**src/rtl/pwm_regs_pkg.sv**
```systemverilog
// rtl/pwm_regs_pkg.sv - shared offsets and bit positions for the PWM register bank
package pwm_regs_pkg;

    localparam int CH_STRIDE = 32;
    localparam int CTRL_W    = 5;

    localparam logic [4:0] OFF_PERIOD = 5'h00;
    localparam logic [4:0] OFF_CMP1   = 5'h04;
    localparam logic [4:0] OFF_CMP2   = 5'h08;
    localparam logic [4:0] OFF_CNT    = 5'h0C;
    localparam logic [4:0] OFF_CTRL   = 5'h10;
    localparam logic [4:0] OFF_PRESC  = 5'h11;
    localparam logic [4:0] OFF_FUNC   = 5'h12;
    localparam logic [4:0] OFF_CMD    = 5'h13;
    localparam logic [4:0] OFF_STATUS = 5'h14;

    localparam int CTRL_EN        = 0;
    localparam int CTRL_UPDN      = 1;
    localparam int CTRL_PWM_EN    = 2;
    localparam int CTRL_SHADOW_EN = 3;
    localparam int CTRL_IRQ_EN    = 4;

    localparam int CMD_CNT_RST    = 0;
    localparam int CMD_FORCE_UPD  = 1;

    localparam int STAT_OVF       = 0;
    localparam int STAT_UPD_PEND  = 1;

endpackage

```
**src/rtl/pwm_regs_ch.sv**
```systemverilog
// rtl/pwm_regs_ch.sv - one channel: staging/active registers, shadow transfer, reset pulse, overflow
module pwm_regs_ch
    import pwm_regs_pkg::*;
#(
    parameter int CNT_W     = 16,
    parameter int RST_PULSE = 2
) (
    input  logic             clk,
    input  logic             rst_n,
    input  logic             wr_i,
    input  logic [4:0]       off_i,
    input  logic [7:0]       wdata_i,
    input  logic [CNT_W-1:0] counter_val_i,
    input  logic             period_evt_i,
    output logic [7:0]       rdata_o,
    output logic [CNT_W-1:0] period_o,
    output logic [CNT_W-1:0] compare1_o,
    output logic [CNT_W-1:0] compare2_o,
    output logic             en_o,
    output logic             upnotdown_o,
    output logic             pwm_en_o,
    output logic             count_reset_o,
    output logic [7:0]       prescale_o,
    output logic [7:0]       functions_o,
    output logic             irq_req_o
);

    localparam int NB = CNT_W / 8;

    // index 0 = period, 1 = compare1, 2 = compare2
    logic [CNT_W-1:0]  stg_q [3];
    logic [CNT_W-1:0]  stg_d [3];
    logic [CNT_W-1:0]  act_q [3];
    logic [CNT_W-1:0]  act_d [3];
    logic [CTRL_W-1:0] ctrl_q, ctrl_d;
    logic [7:0]        presc_q, presc_d;
    logic [7:0]        func_q, func_d;
    logic              pend_q, pend_d;
    logic              ovf_q, ovf_d;
    logic [3:0]        pulse_q, pulse_d;

    logic lane_ok;
    logic stg_wr;
    logic cmd_wr;
    logic status_wr;
    logic xfer;

    assign lane_ok   = 32'(off_i[1:0]) < NB;
    assign stg_wr    = wr_i && (off_i < OFF_CNT) && lane_ok;
    assign cmd_wr    = wr_i && (off_i == OFF_CMD);
    assign status_wr = wr_i && (off_i == OFF_STATUS);
    assign xfer      = !ctrl_q[CTRL_SHADOW_EN]
                     || (pend_q && (period_evt_i || (cmd_wr && wdata_i[CMD_FORCE_UPD])));

    always_comb begin
        for (int k = 0; k < 3; k++) begin
            stg_d[k] = stg_q[k];
            act_d[k] = act_q[k];
        end
        ctrl_d  = ctrl_q;
        presc_d = presc_q;
        func_d  = func_q;
        pulse_d = pulse_q;

        if (stg_wr) begin
            stg_d[off_i[3:2]][8*off_i[1:0] +: 8] = wdata_i;
        end
        if (wr_i) begin
            case (off_i)
                OFF_CTRL:  ctrl_d  = wdata_i[CTRL_W-1:0];
                OFF_PRESC: presc_d = wdata_i;
                OFF_FUNC:  func_d  = wdata_i;
                default:   ;
            endcase
        end

        // the transfer samples staging-next so a coincident byte write is carried along
        if (xfer) begin
            for (int k = 0; k < 3; k++) begin
                act_d[k] = stg_d[k];
            end
        end
        pend_d = ctrl_q[CTRL_SHADOW_EN] && !xfer && (pend_q || stg_wr);

        if (cmd_wr && wdata_i[CMD_CNT_RST]) begin
            pulse_d = 4'(RST_PULSE);
        end else if (pulse_q != 4'd0) begin
            pulse_d = pulse_q - 4'd1;
        end

        ovf_d = period_evt_i || (ovf_q && !(status_wr && wdata_i[STAT_OVF]));
    end

    always_ff @(posedge clk or negedge rst_n) begin
        if (!rst_n) begin
            for (int k = 0; k < 3; k++) begin
                stg_q[k] <= '0;
                act_q[k] <= '0;
            end
            ctrl_q  <= '0;
            presc_q <= '0;
            func_q  <= '0;
            pend_q  <= 1'b0;
            ovf_q   <= 1'b0;
            pulse_q <= '0;
        end else begin
            for (int k = 0; k < 3; k++) begin
                stg_q[k] <= stg_d[k];
                act_q[k] <= act_d[k];
            end
            ctrl_q  <= ctrl_d;
            presc_q <= presc_d;
            func_q  <= func_d;
            pend_q  <= pend_d;
            ovf_q   <= ovf_d;
            pulse_q <= pulse_d;
        end
    end

    always_comb begin
        rdata_o = 8'h00;
        if (off_i < OFF_CNT) begin
            if (lane_ok) rdata_o = stg_q[off_i[3:2]][8*off_i[1:0] +: 8];
        end else if (off_i < OFF_CTRL) begin
            if (lane_ok) rdata_o = counter_val_i[8*off_i[1:0] +: 8];
        end else begin
            case (off_i)
                OFF_CTRL:   rdata_o = {{(8-CTRL_W){1'b0}}, ctrl_q};
                OFF_PRESC:  rdata_o = presc_q;
                OFF_FUNC:   rdata_o = func_q;
                OFF_STATUS: begin
                    rdata_o[STAT_OVF]      = ovf_q;
                    rdata_o[STAT_UPD_PEND] = pend_q;
                end
                default:    ;
            endcase
        end
    end

    assign period_o      = act_q[0];
    assign compare1_o    = act_q[1];
    assign compare2_o    = act_q[2];
    assign en_o          = ctrl_q[CTRL_EN];
    assign upnotdown_o   = ctrl_q[CTRL_UPDN];
    assign pwm_en_o      = ctrl_q[CTRL_PWM_EN];
    assign count_reset_o = (pulse_q != 4'd0);
    assign prescale_o    = presc_q;
    assign functions_o   = func_q;
    assign irq_req_o     = ovf_q && ctrl_q[CTRL_IRQ_EN];

endmodule

```
**src/rtl/pwm_regs_mc.sv**
```systemverilog
// rtl/pwm_regs_mc.sv - multi-channel PWM register bank: channel decode, read mux, irq
module pwm_regs_mc
    import pwm_regs_pkg::*;
#(
    parameter int NUM_CH    = 2,
    parameter int CNT_W     = 16,
    parameter int ADDR_W    = 8,
    parameter int RST_PULSE = 2
) (
    input  logic                    clk,
    input  logic                    rst_n,
    input  logic                    read,
    input  logic                    write,
    input  logic [ADDR_W-1:0]       addr,
    output logic [7:0]              data_read,
    input  logic [7:0]              data_write,
    input  logic [NUM_CH*CNT_W-1:0] counter_val,
    input  logic [NUM_CH-1:0]       period_evt,
    output logic [NUM_CH*CNT_W-1:0] period,
    output logic [NUM_CH*CNT_W-1:0] compare1,
    output logic [NUM_CH*CNT_W-1:0] compare2,
    output logic [NUM_CH-1:0]       en,
    output logic [NUM_CH-1:0]       upnotdown,
    output logic [NUM_CH-1:0]       pwm_en,
    output logic [NUM_CH-1:0]       count_reset,
    output logic [NUM_CH*8-1:0]     prescale,
    output logic [NUM_CH*8-1:0]     functions,
    output logic                    irq
);

    localparam int CH_SHIFT = $clog2(CH_STRIDE);

    logic [31:0]       ch_num;
    logic [4:0]        off;
    logic [7:0]        rbyte [NUM_CH];
    logic [NUM_CH-1:0] irq_req;
    logic              irq_q, irq_d;

    assign ch_num = 32'(addr[ADDR_W-1:CH_SHIFT]);
    assign off    = addr[CH_SHIFT-1:0];

    for (genvar i = 0; i < NUM_CH; i++) begin : g_ch
        pwm_regs_ch #(
            .CNT_W     (CNT_W),
            .RST_PULSE (RST_PULSE)
        ) u_ch (
            .clk           (clk),
            .rst_n         (rst_n),
            .wr_i          (write && (ch_num == 32'(i))),
            .off_i         (off),
            .wdata_i       (data_write),
            .counter_val_i (counter_val[i*CNT_W +: CNT_W]),
            .period_evt_i  (period_evt[i]),
            .rdata_o       (rbyte[i]),
            .period_o      (period[i*CNT_W +: CNT_W]),
            .compare1_o    (compare1[i*CNT_W +: CNT_W]),
            .compare2_o    (compare2[i*CNT_W +: CNT_W]),
            .en_o          (en[i]),
            .upnotdown_o   (upnotdown[i]),
            .pwm_en_o      (pwm_en[i]),
            .count_reset_o (count_reset[i]),
            .prescale_o    (prescale[i*8 +: 8]),
            .functions_o   (functions[i*8 +: 8]),
            .irq_req_o     (irq_req[i])
        );
    end

    // addresses beyond the last channel match no channel and read 0x00
    always_comb begin
        data_read = 8'h00;
        if (read) begin
            for (int i = 0; i < NUM_CH; i++) begin
                if (ch_num == 32'(i)) data_read = rbyte[i];
            end
        end
    end

    assign irq_d = |irq_req;

    always_ff @(posedge clk or negedge rst_n) begin
        if (!rst_n) irq_q <= 1'b0;
        else        irq_q <= irq_d;
    end

    assign irq = irq_q;

endmodule
```
**config.mk**
```make
export PLATFORM = sky130hd
export DESIGN_NAME = pwm_regs_mc
export DESIGN_NICKNAME = d
export VERILOG_FILES = /design/src/rtl/pwm_regs_pkg.sv /design/src/rtl/pwm_regs_ch.sv /design/src/rtl/pwm_regs_mc.sv
export SDC_FILE = /design/constraint.sdc
export NUM_CORES = 1
export LEC_CHECK = 0
export CAP_MARGIN = 40
export CORE_ASPECT_RATIO = 1.75
export CORE_MARGIN = 2
export CORE_UTILIZATION = 25
export DETAILED_ROUTE_END_ITERATION = 8
export PLACE_DENSITY_LB_ADDON = 0.08
export SETUP_SLACK_MARGIN = 0.02
export SKIP_LAST_GASP = 1
export SLEW_MARGIN = 5
export SYNTH_ARGS = -nofsm -noshare
export SYNTH_HDL_FRONTEND = slang
export SYNTH_SLANG_ARGS = --single-unit
```
**constraint.sdc**
```tcl
create_clock -name clk -period 2.77 [get_ports clk]
set_clock_uncertainty 0.05 [all_clocks]
set_input_delay 0.4155 -clock clk [delete_from_list [all_inputs] [get_ports clk]]
set_output_delay 0.4155 -clock clk [all_outputs]
set_load 0.01 [all_outputs]
```
== Word level (Yosys, flattened, before mapping) ==
Cells that the tools add are included.
Storage, ports and cells
  register bits after elaboration: 247
  output and inout port bits: 145
  word-level logic and storage cells: 130
  input bits: 54
Operators by class
  bitwise gates (word level): 1
  equality and inequality tests: 6
  muxes and demuxes: 31
  reductions and logical operators: 53
  shift operators: 6
  magnitude comparators: 5
  $add $sub $neg: 3
Operators by type and width (count)
  bitwise mux 48 bit: 2
  two-way mux 48 bit: 2
  two-way mux 8 bit: 11
  two-way mux 16 bit: 5
  binary-select mux 16 bit (select 2 bit): 2
  variable part select 16 x 6 -> 8 bit: 4
  case mux 6 bit (3 select lines): 2
  negation 5 -> 34 bit: 1
  variable shift 8 x 34 -> 16 bit (first input constant): 1
  variable part select 8 x 34 -> 16 bit: 1
  demux 16 bit (select 2 bit): 1
  logical NOT 32 bit: 1
  logical AND 1 bit: 27
  equality test 5 bit (second input constant): 5
  two-way mux 4 bit: 4
  case mux 2 bit (4 select lines): 2
  AND reduction 2 bit: 6
  logical OR 1 bit: 8
  nonzero test 4 bit: 2
  subtractor 4 x 1 -> 4 bit (second input constant): 2
  logical NOT 1 bit: 6
  < comparator 5 x 4 -> 1 bit (second input constant): 1
  < comparator 5 bit (second input constant): 1
  nonzero test 2 bit: 2
  other kinds (6): 6

== Logic depth before layout (Yosys ltp) ==
Gate-level depths: netlist (run 1).
  depth in word-level cells: 10
  gate-level depth with buffers: 11
  gate-level depth less buffers: 7

== By module ==
A second synthesis (run 1) with hierarchy kept.
Unflattened totals
  cells, all modules: 868
  area total of the unflattened synthesis: 11554.8 µm²
By module, submodules not included
  pwm_regs_ch at g_ch[0].u_ch: times used 1, sequential area each 3078.0 µm², cells an instance 424, area an instance 5729.2 µm²
  pwm_regs_ch at g_ch[1].u_ch: times used 1, sequential area each 3078.0 µm², cells an instance 421, area an instance 5637.9 µm²
  pwm_regs_mc: times used 1, sequential area each 25.0 µm², cells an instance 23, area an instance 187.7 µm²

== Least setup slack after synthesis (run 1) ==
OpenSTA, ideal clock, no wires.
  path type: input-to-output
  from: input addr[0]
  to: output data_read[1]
  path buffers: 2
  path slack: 0.000 ns
  arrival: 2.305 ns
  required time: 2.305 ns
  stages on the path: 9
  path through: buf_2 > inv_1 > clkbuf_1 > ha_1 > nor2b_1 > nor2b_1 > a221o_1 > o21ai_0 > a311oi_1
Between the ends
  word-level cells in the longest chain between the ends: 7
  elaborated cells between the ends (all ways): 24
  those cells by class: 3 x order compare; 4 x eq/ne; 4 x shift; 13 x mux
RTL lines
  start, declared: RTL line pwm_regs_mc.sv:14  | input logic [ADDR_W-1:0] addr,
  variable part select 16 x 6 -> 8 bit (tied with other cells): RTL line pwm_regs_ch.sv:125  | if (lane_ok) rdata_o = counter_val_i[8*off_i[1:0] +: 8];
  two-way mux 8 bit / case mux 2 bit (4 select lines) (equally long branches): RTL line pwm_regs_ch.sv:125, pwm_regs_ch.sv:127
  two-way mux 8 bit: RTL line pwm_regs_ch.sv:124  | end else if (off_i < OFF_CTRL) begin
  two-way mux 8 bit: RTL line pwm_regs_ch.sv:122  | if (off_i < OFF_CNT) begin
  two-way mux 8 bit: RTL line pwm_regs_mc.sv:73  | if (ch_num == 32'(i)) data_read = rbyte[i];
  two-way mux 8 bit *: RTL line pwm_regs_mc.sv:73
  two-way mux 8 bit *: RTL line pwm_regs_mc.sv:71  | if (read) begin
  end, declared: RTL line pwm_regs_mc.sv:15  | output logic [7:0] data_read,
Mark *: on every way between the ends. The rest lies on a longest branch, timed or not.

== Final worst setup path (run 1) ==
  from: input addr[7]
  to: output data_read[4]
Between the ends
  word-level cells in the longest chain between the ends: 4
  elaborated cells between the ends (all ways): 5
  those cells by class: 1 x eq/ne; 3 x mux; 1 x reduce/logical
RTL lines (RTL line)
  logical NOT 32 bit: pwm_regs_mc.sv:73
  two-way mux 8 bit: pwm_regs_mc.sv:73
  two-way mux 8 bit *: pwm_regs_mc.sv:73
  two-way mux 8 bit *: pwm_regs_mc.sv:71
Marks and branches as above.

==> reports/qor.yml, run 1 <==
cp_cell_sequence: "dlygate4sd2_1 -> or3b_4 -> buf_6 -> mux4_2 -> o21ai_0 -> a311o_1 -> a211oi_1 -> buf_2"
worstPathArrival_ps: 2250
synth-edff-count: 0
diodes: 0
htree_levels: 1
r2r_start: "g_ch[0].u_ch.pend_q$_DFF_PN0_"
maxSlewViolCount: 0
yosys.area.top_type: "dfrtp_1"
track_usage: 0.192
port_buffers: 198
synth_simple_gate_area_frac: 0.105
die_y_um: 284
detail_route.wl_per_cell_um: 23.3
cts_tree: "yes"
cts-root-buf: "clkbuf_16"
cp_max_fo: 4
period_minus_slack_ps: 2710
core_region_area_mm2: 0.0443
numClockSinks: 247
dp.cells: 1856
io_pins: 199
die_w_um: 164
synth.area.mux_share: 0.175
drive_above_1_share: 0.326
numCtsBuffers: 26
drc: 0
crit_slowest_cell: "or3b_4"
clock_latency_ps: 550
maxCapViolations: 0
grt_pass1_vias: 9671
die_area_mm2: 0.0467
finalWeightedCongestion: 0.884
relSlewSlack: 0.617
synth_area_mm2: 0.0112
clockBufferDepth: 3
synth_ff_type: "dfrtp_1"
async_flop_share: 1.00
syn_to_final_growth_pct: 44.5
synth-xor-area-share: 0.00234
grt_max_degree: 67
yosysUniqueCellTypes: 59
status: "complete, no violations"
wl_mm: 44.4
ys_seq_area_frac: 0.550
fillers: 4431
hpwl_mm: 34.7
finalHoldViolations: 0
postSynthCellCount: 970
synth_top_family_by_area: "multiplexers"
synth.avg_cell_area_um2: 11.6
worst-path-buf-inv: 3
syn-num-nets: 1032
path_delay_family: "compound AO/OA/AOI/OAI gates"
p_total_uw: 8690
synth-seq-cells: 247
ys_warn_count: 0
p_per_area_mw_per_mm2: 535
antenna_found_initial: 0
worstMarginPinSlew_ps: 572
synth_common_cells: "247 x dfrtp_1, 155 x mux2_2, 143 x nand2_1, 89 x o21ai_0, 41 x buf_2"
required_ps: 2300
max-vdd-ir-drop_mv: 0.318
dr.pass1.iters: 5
post_drt_via_cell_ratio: 4.68
cp-start-kind: "input port"
reg2reg_depth: 5
synth-compound-area-share: 0.121
rrSetupSlack_ps: 1140
ant_nets: 0
nets: 1378
r2r-end: "g_ch[0].u_ch.compare2_o[14]$_DFFE_PN0P_"
hold_path.class: "in -> async"
p_leak_uw: 0.00746
yosysTopAreaCellShare: 0.550
crit_cells: 8
setup.worst_path.start: "addr[7]"
initial_core_util: 0.254
yosysMostFrequentCell: "dfrtp_1"
overflow: 0
fmax_mhz: 368
rsz0062_at_grt: "true"
grt_pass1_wl_mm: 66.0
clkSlewWorstSetupHoldPaths_ps: 60
post-route-period-util: 0.980
stdcell_count: 1908
synthAdderAreaFrac: 0.00891
critPathCaptureType: "primary output"
cpPeakStageDelay_ps: 420
vias: 8922
drt_iter0_markers: 469
netlist_top_cells_area: "dfrtp_1 55%, mux2_2 16%, nand2_1 4.8%"
setup_viol: 0
worstSetupPathType: "in -> out"
rows: 102
==> how the worst max path moves through the flow <==
stage,endpoint,slack [ps]
global placement,data_read[7],-830
floorplan,data_read[1],120
global route,data_read[4],-40
CTS,data_read[4],30
finish,data_read[4],60
detailed placement,data_read[7],-880
==> through the flow <==
stage               hold WS, ps  utilization  setup TNS [ps]  area, µm²  setup slack [ps]
floorplan                  69.9            -               0      11200               123
global placement            361        0.342          -20450      15200              -834
detailed placement          366        0.342          -19860      15200              -879
CTS                         370        0.366               0      16200              30.6
global route                405        0.367           -61.3      16200             -37.9
finish                      363        0.367               0      16200              55.9
==> state kept, by name, indices dropped and copies added, names as in the netlist <==
| register | flops |
|---|---|
| g_ch.u_ch.pulse_q | 8 |
| g_ch.u_ch.compare1_o | 32 |
| g_ch.u_ch.compare2_o | 32 |
| g_ch.u_ch.pend_q | 2 |
| g_ch.u_ch.period_o | 32 |
| g_ch.u_ch.ovf_q | 2 |
| g_ch.u_ch.prescale_o | 16 |
| g_ch.u_ch.functions_o | 16 |
| irq | 1 |
| g_ch.u_ch.ctrl_q | 10 |
| g_ch.u_ch.stg_q | 96 |
==> placed cells by master, fill, tap and decap left out, types with 4 or more instances in the layout <==
cell type | Yosys | final
a221oi_2 | 0 | 7
mux2_2 | 155 | 155
inv_1 | 13 | 12
buf_12 | 0 | 16
clkinv_2 | 0 | 4
o21ai_1 | 15 | 16
dfrtp_1 | 247 | 247
clkbuf_1 | 9 | 4
nand2_1 | 143 | 143
clkdlybuf4s50_1 | 0 | 181
a221o_1 | 15 | 15
clkbuf_8 | 0 | 6
a21oi_1 | 12 | 10
nand4_1 | 15 | 15
o221ai_1 | 4 | 4
o22ai_1 | 8 | 8
buf_6 | 1 | 7
a221oi_1 | 18 | 10
ha_1 | 8 | 8
nor3_1 | 10 | 7
o21ai_0 | 89 | 88
nand3_1 | 8 | 8
a22oi_1 | 7 | 7
buf_2 | 41 | 9
nor2b_1 | 8 | 7
nand2b_1 | 9 | 9
nor2_1 | 24 | 24
buf_4 | 14 | 168
a31oi_1 | 14 | 14
mux2i_1 | 15 | 14
clkbuf_16 | 0 | 27
==> worst reg2reg max path, stage by stage (launching register included) <==
cell,delay (ps)
dfrtp_1,410
nand2_1,70
o211ai_1,160
buf_4,260
buf_12,200
mux2_2,360
==> layout make-up <==
type	count	area, µm²	share of cell area
Inverter	13	48.8	0.00301
Multi-Input combinational cell	640	4780	0.295
Tap cell	572	716	0.0441
Sequential cell	247	6180	0.381
Clock inverter	11	143	0.00879
Timing Repair Buffer	388	3590	0.221
Clock buffer	37	773	0.0476
==> logic make-up (layout without fill, tap and decap cells) <==
family,count (synthesis),count (layout)
AO/OA/AOI/OAI,212,212
XOR/XNOR,3,3
adder cells (fa/ha/maj),8,8
buffers and inverters,83,449
flip-flops,247,247
multiplexers,173,173
AND/OR/NAND/NOR,244,244
==> power by group <==
part	leakage, µW	internal, µW	switching, µW
sequential	0.00341	3720	87.0
clock	0.000448	2230	1550
combinational	0.00360	537	566
==> timing repair <==
action | in CTS | in global routing
buffers inserted | 3 | 1
setup endpoints to repair | 8 | 8
pin swaps | 9 | 4
hold buffers | 1 | 0
gates resized for setup | 73 | 13
hold endpoints to repair | 58 | 0
==> routing by layer <==
metal | up-vias | track usage | part of all wire
met5 | - | 0 | 0
met4 | 0 | 0.0772 | 0.040
met3 | 60 | 0.0263 | 0.046
met2 | 245 | 0.357 | 0.54
met1 | 4413 | 0.217 | 0.37
li1 | 4204 | - | -
Power figures use the tool's default switching activity.
==> run 2: changes to the inputs <==
Settings changed: GPL_TIMING_DRIVEN set to 0.
==> reports/qor.yml, run 2 (synthesis results as in run 1) <==
seqCellArea_mm2: 0.00618  # unchanged
drc: 0  # unchanged
rows: 102  # unchanged
worstSetupPathType: "in -> out"  # unchanged
status: "complete, but fails checks"  # was complete, no violations
multi_input_area_mm2: 0.00497  # was 0.00478 mm²
post-route-period-util: 1.00  # was 0.980
relSlewSlack: 0.494  # was 0.617
worstPathArrival_ps: 2300  # was 2250 ps
port_buffers: 193  # was 198
antenna_found_initial: 0  # unchanged
nets: 1297  # was 1,378
rrSetupSlack_ps: 610  # was 1140 ps
numCtsBuffers: 26  # unchanged
dr.pass1.iters: 5  # unchanged
wl_mm: 46.1  # was 44.4 mm
die_y_um: 284  # unchanged
preCtsSetupSlack_ps: -1820  # was -879 ps
grtUsageMet1: 0.233  # was 0.217
path_delay_family: "compound AO/OA/AOI/OAI gates"  # unchanged
grt_use_met3: 0.0204  # was 0.0263
tns_ps: -0.222  # was 0 ps
critPathCaptureType: "primary output"  # unchanged
die_w_um: 164  # unchanged
cp_cell_sequence: "buf_4 -> inv_6 -> buf_12 -> ha_4 -> and2_4 -> a222oi_1 -> o21a_1 -> o22ai_1 -> a32o_2 -> buf_6"  # was dlygate4sd2_1 -> or3b_4 -> buf_6 -> mux4_2 -> o21ai_0 -> a311o_1 -> a211oi_1 -> buf_2
io_pins: 199  # unchanged
grt_pass1_vias: 9431  # was 9,671
hold_ws_ps: 234  # was 363 ps
cp_max_fo: 9  # was 4
grt_pass1_wl_mm: 66.2  # was 66.0 mm
detail_route.wl_per_cell_um: 25.3  # was 23.3 µm
numClockSinks: 247  # unchanged
clockBufferDepth: 3  # unchanged
r2r_start: "g_ch[0].u_ch.pend_q$_DFF_PN0_"  # unchanged
period_minus_slack_ps: 2770  # was 2710 ps
rsz0062_at_grt: "true"  # unchanged
syn_to_final_growth_pct: 40.3  # was 44.5%
clkSlewWorstSetupHoldPaths_ps: 60  # about the same
fmax_mhz: 361  # was 368 MHz
diodes: 0  # unchanged
vias: 8882  # was 8,922
reg2reg_depth: 5  # unchanged
hpwl_mm: 34.0  # was 34.7 mm
min_delay_path_depth: 3
crit_slowest_cell: "a222oi_1"  # was or3b_4
finalWeightedCongestion: 0.848  # was 0.884
maxSlewViolCount: 0  # unchanged
stdcell_count: 1826  # was 1,908
layout_commonest_cell: "dfrtp_1"  # unchanged
hp-start: "addr[5]"
clock_latency_ps: 550  # about the same
core_region_area_mm2: 0.0443  # unchanged
drt_iter0_markers: 486  # was 469
hold_path.class: "in -> reg"  # was in -> async
top_usage_layer: "met2"  # unchanged
overflow: 0  # unchanged
die_area_mm2: 0.0467  # unchanged
final_cell_mix: "247 x dfrtp_1, 177 x clkdlybuf4s50_1, 155 x mux2_2, 143 x nand2_1, 85 x o21ai_0"  # was 247 x dfrtp_1, 181 x clkdlybuf4s50_1, 168 x buf_4, 155 x mux2_2, 143 x nand2_1
cpPeakStageDelay_ps: 450  # was 420 ps
track_usage: 0.195  # was 0.192
largest_register_ffs: 96  # unchanged
finalHoldViolations: 0  # unchanged
r2r-end: "g_ch[0].u_ch.compare1_o[3]$_DFFE_PN0P_"  # was g_ch[0].u_ch.compare2_o[14]$_DFFE_PN0P_
cp-start-kind: "input port"  # unchanged
violations: "negative setup slack"
ant_nets: 0  # unchanged
initial_core_util: 0.254  # unchanged
top_register: "g_ch.u_ch.stg_q"  # unchanged
post_drt_via_cell_ratio: 4.86  # was 4.68
setup_ws_ps: -0.222  # was 55.9 ps
maxCapViolations: 0  # unchanged
drive_above_1_share: 0.305  # was 0.326
cts_tree: "yes"  # unchanged
dp.cells: 1739  # was 1,856
cts-root-buf: "clkbuf_16"  # unchanged
p_per_area_mw_per_mm2: 575  # was 535 mW/mm²
worst-path-buf-inv: 4  # was 3
setup_viol: 1  # was 0
holdPathEnd: "g_ch[0].u_ch.pulse_q[3]$_DFFE_PN0P_"
gr-usage-met2: 0.354  # was 0.357
required_ps: 2300  # about the same
fillers: 4460  # was 4,431
worstMarginPinSlew_ps: 758  # was 572 ps
htree_levels: 1  # unchanged
p_leak_uw: 0.00706  # was 0.00746 µW
grt_max_degree: 90  # was 67
max-vdd-ir-drop_mv: 0.361  # was 0.318 mV
p_total_uw: 9060  # was 8690 µW
-- run 2: changes by cell type in the layout (fill, tap and decap cells not counted), sizes merged, moves of 3 or more --
cell,delta
bufinv,+3
clkbuf,+7
buf,-80
clkdlybuf4s50,-4
-- run 2: worst min-delay path: cells and delay by family --
kind | cells | cell delay (ps)
AND/OR/NAND/NOR | 2 | 240
buffers and inverters | 1 | 130
-- run 2: timing repair --
item | in CTS | in global routing
endpoints found under the setup margin | 233 | 10
gates resized for setup | 168 | 36
cloned | 0 | 1
buffers inserted | 25 | 16
endpoints found under the hold margin | 88 | 0
pin swaps | 19 | 19
hold buffers | 1 | 0
-- run 2: routing by layer --
metal	wire, µm	vias to the layer above
li1	-	4037
met1	18000	4500
met2	24500	270
met3	1960	75
met4	1620	0
met5	0	-
-- run 2: through the flow --
| stage | utilization | cell area, µm² |
|---|---|---|
| 2_1_floorplan | - | 11200 |
| 4_1_cts | 0.352 | 15600 |
| 3_5_place_dp | 0.315 | 14000 |
| 6_report | 0.356 | 15800 |
| 3_3_place_gp | 0.314 | 13900 |
| 5_1_grt | 0.356 | 15800 |
-- run 2: area by class of cell --
class,count,area share
clock inverters,10,0.0133
flip-flops and latches,247,0.392
inverters,13,0.00389
well taps,572,0.0454
plain buffers,67,0.0325
clock buffers,37,0.0503
repair buffers,240,0.147
multi-input cells,640,0.315
-- run 2: where the power goes --
| group | switching [µW] | total [µW] | internal, µW |
|---|---|---|---|
| clock network | 1560 | 4110 | 2550 |
| logic | 610 | 1140 | 530 |
| registers | 90.4 | 3810 | 3720 |
| total | 2260 | 9060 | 6800 |
-- run 2: how the worst max path moves through the flow --
| stage | from | endpoint | cells past startpoint |
|---|---|---|---|
| floorplan | addr[0] | data_read[1] | 9 |
| global placement | rst_n | g_ch[0].u_ch.functions_o[6]$_DFFE_PN0P_ | 1 |
| detailed placement | addr[0] | data_read[1] | 11 |
| CTS | addr[0] | data_read[0] | 11 |
| global route | addr[1] | data_read[0] | 10 |
| finish | addr[1] | data_read[0] | 10 |
==> run 3: changes to the inputs <==
--- a/constraint.sdc
+++ b/constraint.sdc
@@ -4,2 +4,2 @@
 set_output_delay 0.4155 -clock clk [all_outputs]
-set_load 0.01 [all_outputs]
+set_load 0.05 [all_outputs]
==> reports/qor.yml, run 3 (synthesis results as in run 1) <==
largest_register_ffs: 96  # unchanged
die_y_um: 284  # unchanged
numCtsBuffers: 24  # was 26
htree_levels: 1  # unchanged
setup_viol: 2  # was 1
cp_cell_sequence: "buf_8 -> buf_8 -> clkinvlp_4 -> clkbuf_16 -> ha_4 -> and2_4 -> a222oi_1 -> o21a_1 -> o22ai_2 -> a32o_2 -> buf_8"  # was buf_4 -> inv_6 -> buf_12 -> ha_4 -> and2_4 -> a222oi_1 -> o21a_1 -> o22ai_1 -> a32o_2 -> buf_6
core_region_area_mm2: 0.0443  # unchanged
maxCapViolations: 0  # unchanged
drive_above_1_share: 0.305  # about the same
layout_commonest_cell: "dfrtp_1"  # unchanged
finalWeightedCongestion: 0.838  # was 0.848
detail_route.wl_per_cell_um: 25.3  # about the same
grt_pass1_wl_mm: 66.2  # about the same
nets: 1288  # was 1,297
wl_mm: 46.0  # was 46.1 mm
io_pins: 199  # unchanged
cts_tree: "yes"  # unchanged
hold_path.class: "in -> reg"  # unchanged
post_dp_cell_area_mm2: 0.0141  # was 0.0140 mm²
setup_ws_ps: -28.1  # was -0.222 ps
path_delay_family: "compound AO/OA/AOI/OAI gates"  # unchanged
clock_latency_ps: 540  # was 550 ps
violations: "negative setup slack"  # unchanged
fin_util: 0.357  # was 0.356
vias: 8849  # was 8,882
clkSlewWorstSetupHoldPaths_ps: 60  # about the same
fmax_mhz: 357  # was 361 MHz
fillers: 4495  # was 4,460
period_minus_slack_ps: 2800  # was 2770 ps
ant_nets: 0  # unchanged
p_leak_uw: 0.00700  # was 0.00706 µW
p_per_area_mw_per_mm2: 557  # was 575 mW/mm²
die_area_mm2: 0.0467  # unchanged
critPathCaptureType: "primary output"  # unchanged
maxSlewViolCount: 0  # unchanged
post_drt_via_cell_ratio: 4.87  # was 4.86
finalHoldViolations: 0  # unchanged
relSlewSlack: 0.414  # was 0.494
cp-start-kind: "input port"  # unchanged
crit_top_cell: "buf_8"
numClockSinks: 247  # unchanged
final_cell_mix: "247 x dfrtp_1, 175 x clkdlybuf4s50_1, 154 x mux2_2, 143 x nand2_1, 83 x o21ai_0"  # was 247 x dfrtp_1, 177 x clkdlybuf4s50_1, 155 x mux2_2, 143 x nand2_1, 85 x o21ai_0
finalInstanceArea_mm2: 0.0158  # about the same
grt_pass1_vias: 9429  # was 9,431
overflow: 0  # unchanged
worstMarginPinSlew_ps: 879  # was 758 ps
drc: 0  # unchanged
diodes: 0  # unchanged
track_usage: 0.195  # about the same
port_buffers: 193  # unchanged
max-vdd-ir-drop_mv: 0.271  # was 0.361 mV
cts-root-buf: "clkbuf_16"  # unchanged
dr.pass1.iters: 5  # unchanged
dp.cells: 1739  # unchanged
status: "complete, but fails checks"  # unchanged
crit_slowest_cell: "a222oi_1"  # unchanged
required_ps: 2300  # about the same
p_total_uw: 8800  # was 9060 µW
drt_iter0_markers: 502  # was 486
cp_max_fo: 4  # was 9
hpwl_mm: 34.0  # about the same
syn_to_final_growth_pct: 40.6  # was 40.3%
cpPeakStageDelay_ps: 410  # was 450 ps
grt_max_degree: 108  # was 90
worstPathArrival_ps: 2330  # was 2300 ps
top_register: "g_ch.u_ch.stg_q"  # unchanged
stdcell_count: 1816  # was 1,826
worstSetupPathType: "in -> out"  # unchanged
initial_core_util: 0.254  # unchanged
worst-path-buf-inv: 5  # was 4
post-route-period-util: 1.01  # was 1.00
clockBufferDepth: 3  # unchanged
antenna_found_initial: 1  # was 0
rows: 102  # unchanged
die_w_um: 164  # unchanged
rsz0062_at_grt: "true"  # unchanged
-- run 3: cell types whose count changed in the layout (fill, tap and decap cells not counted), moves of 3 or more --
cell      previous run  this run
buf_2               36        23
clkinv_2             2         6
buf_6               11        19
clkbuf_4             1         4
buf_8                8        12
clkbuf_8             9         5
o22ai_4              0         3
a211oi_4             1         5
o22ai_1              7         3
buf_4               56        47
a211oi_2             4         0
-- run 3: stage by stage --
step | setup slack (ps) | setup TNS [ps] | hold WS, ps
floorplan | 22.2 | 0 | 69.9
global placement | -10290 | -2733890 | 433
detailed placement | -1840 | -205120 | 386
CTS | -62.1 | -78.4 | 292
global route | -62.4 | -308 | 246
finish | -28.1 | -53.3 | 213
-- run 3: power breakdown --
| part | internal [µW] | total (µW) | switching (µW) | leakage, µW |
|---|---|---|---|---|
| Combinational | 521 | 1310 | 786 | 0.00315 |
| Sequential | 3720 | 3810 | 94.2 | 0.00341 |
| Clock | 2160 | 3680 | 1520 | 0.000431 |
| Total | 6400 | 8800 | 2400 | 0.00700 |
-- run 3: cell type report --
type,instances,area [µm²],share of cell area
Tap cell,572,716,0.0453
Clock inverter,12,166,0.0105
Inverter,13,58.8,0.00372
Sequential cell,247,6180,0.391
Timing Repair Buffer,231,2310,0.146
Multi-Input combinational cell,640,5100,0.323
Clock buffer,32,702,0.0444
Buffer,69,563,0.0356
-- run 3: metal layers --
| layer | routed length [µm] | up-vias | GRT usage |
|---|---|---|---|
| met5 | 0 | - | 0 |
| li1 | - | 4026 | - |
| met4 | 1520 | 0 | 0.0689 |
| met3 | 2150 | 73 | 0.0248 |
| met1 | 17700 | 4451 | 0.228 |
| met2 | 24700 | 299 | 0.360 |
-- run 3: final timing paths --
| path | start | depth (start not counted) | slack [ps] | endpoint |
|---|---|---|---|---|
| worst min-delay path | addr[5] | 3 | 210 | g_ch[0].u_ch.pulse_q[3]$_DFFE_PN0P_ |
| min in group asynchronous | rst_n | 2 | 380 | g_ch[1].u_ch.compare1_o[13]$_DFFE_PN0P_ |
| worst max-delay path | addr[0] | 11 | -30 | data_read[0] |
| worst max register to register | g_ch[0].u_ch.pend_q$_DFF_PN0_ | 5 | 700 | g_ch[0].u_ch.compare1_o[4]$_DFFE_PN0P_ |
| max in group asynchronous | rst_n | 4 | 900 | g_ch[1].u_ch.functions_o[6]$_DFFE_PN0P_ |
| worst min register to register | g_ch[0].u_ch.stg_q[35]$_DFF_PN0_ | 2 | 450 | g_ch[0].u_ch.stg_q[35]$_DFF_PN0_ |
-- run 3: repair_timing --
action	CTS	global route
pin swaps	26	20
setup endpoints to repair	223	10
resized for setup	209	29
setup buffers	24	8
hold endpoints to repair	70	0
hold buffers	1	0
gates cloned	1	0
-- run 3: tightest hold or removal path, stage by stage --
cell,delay (ps)
buf_6,100
nor3_1,120
nor2_1,120
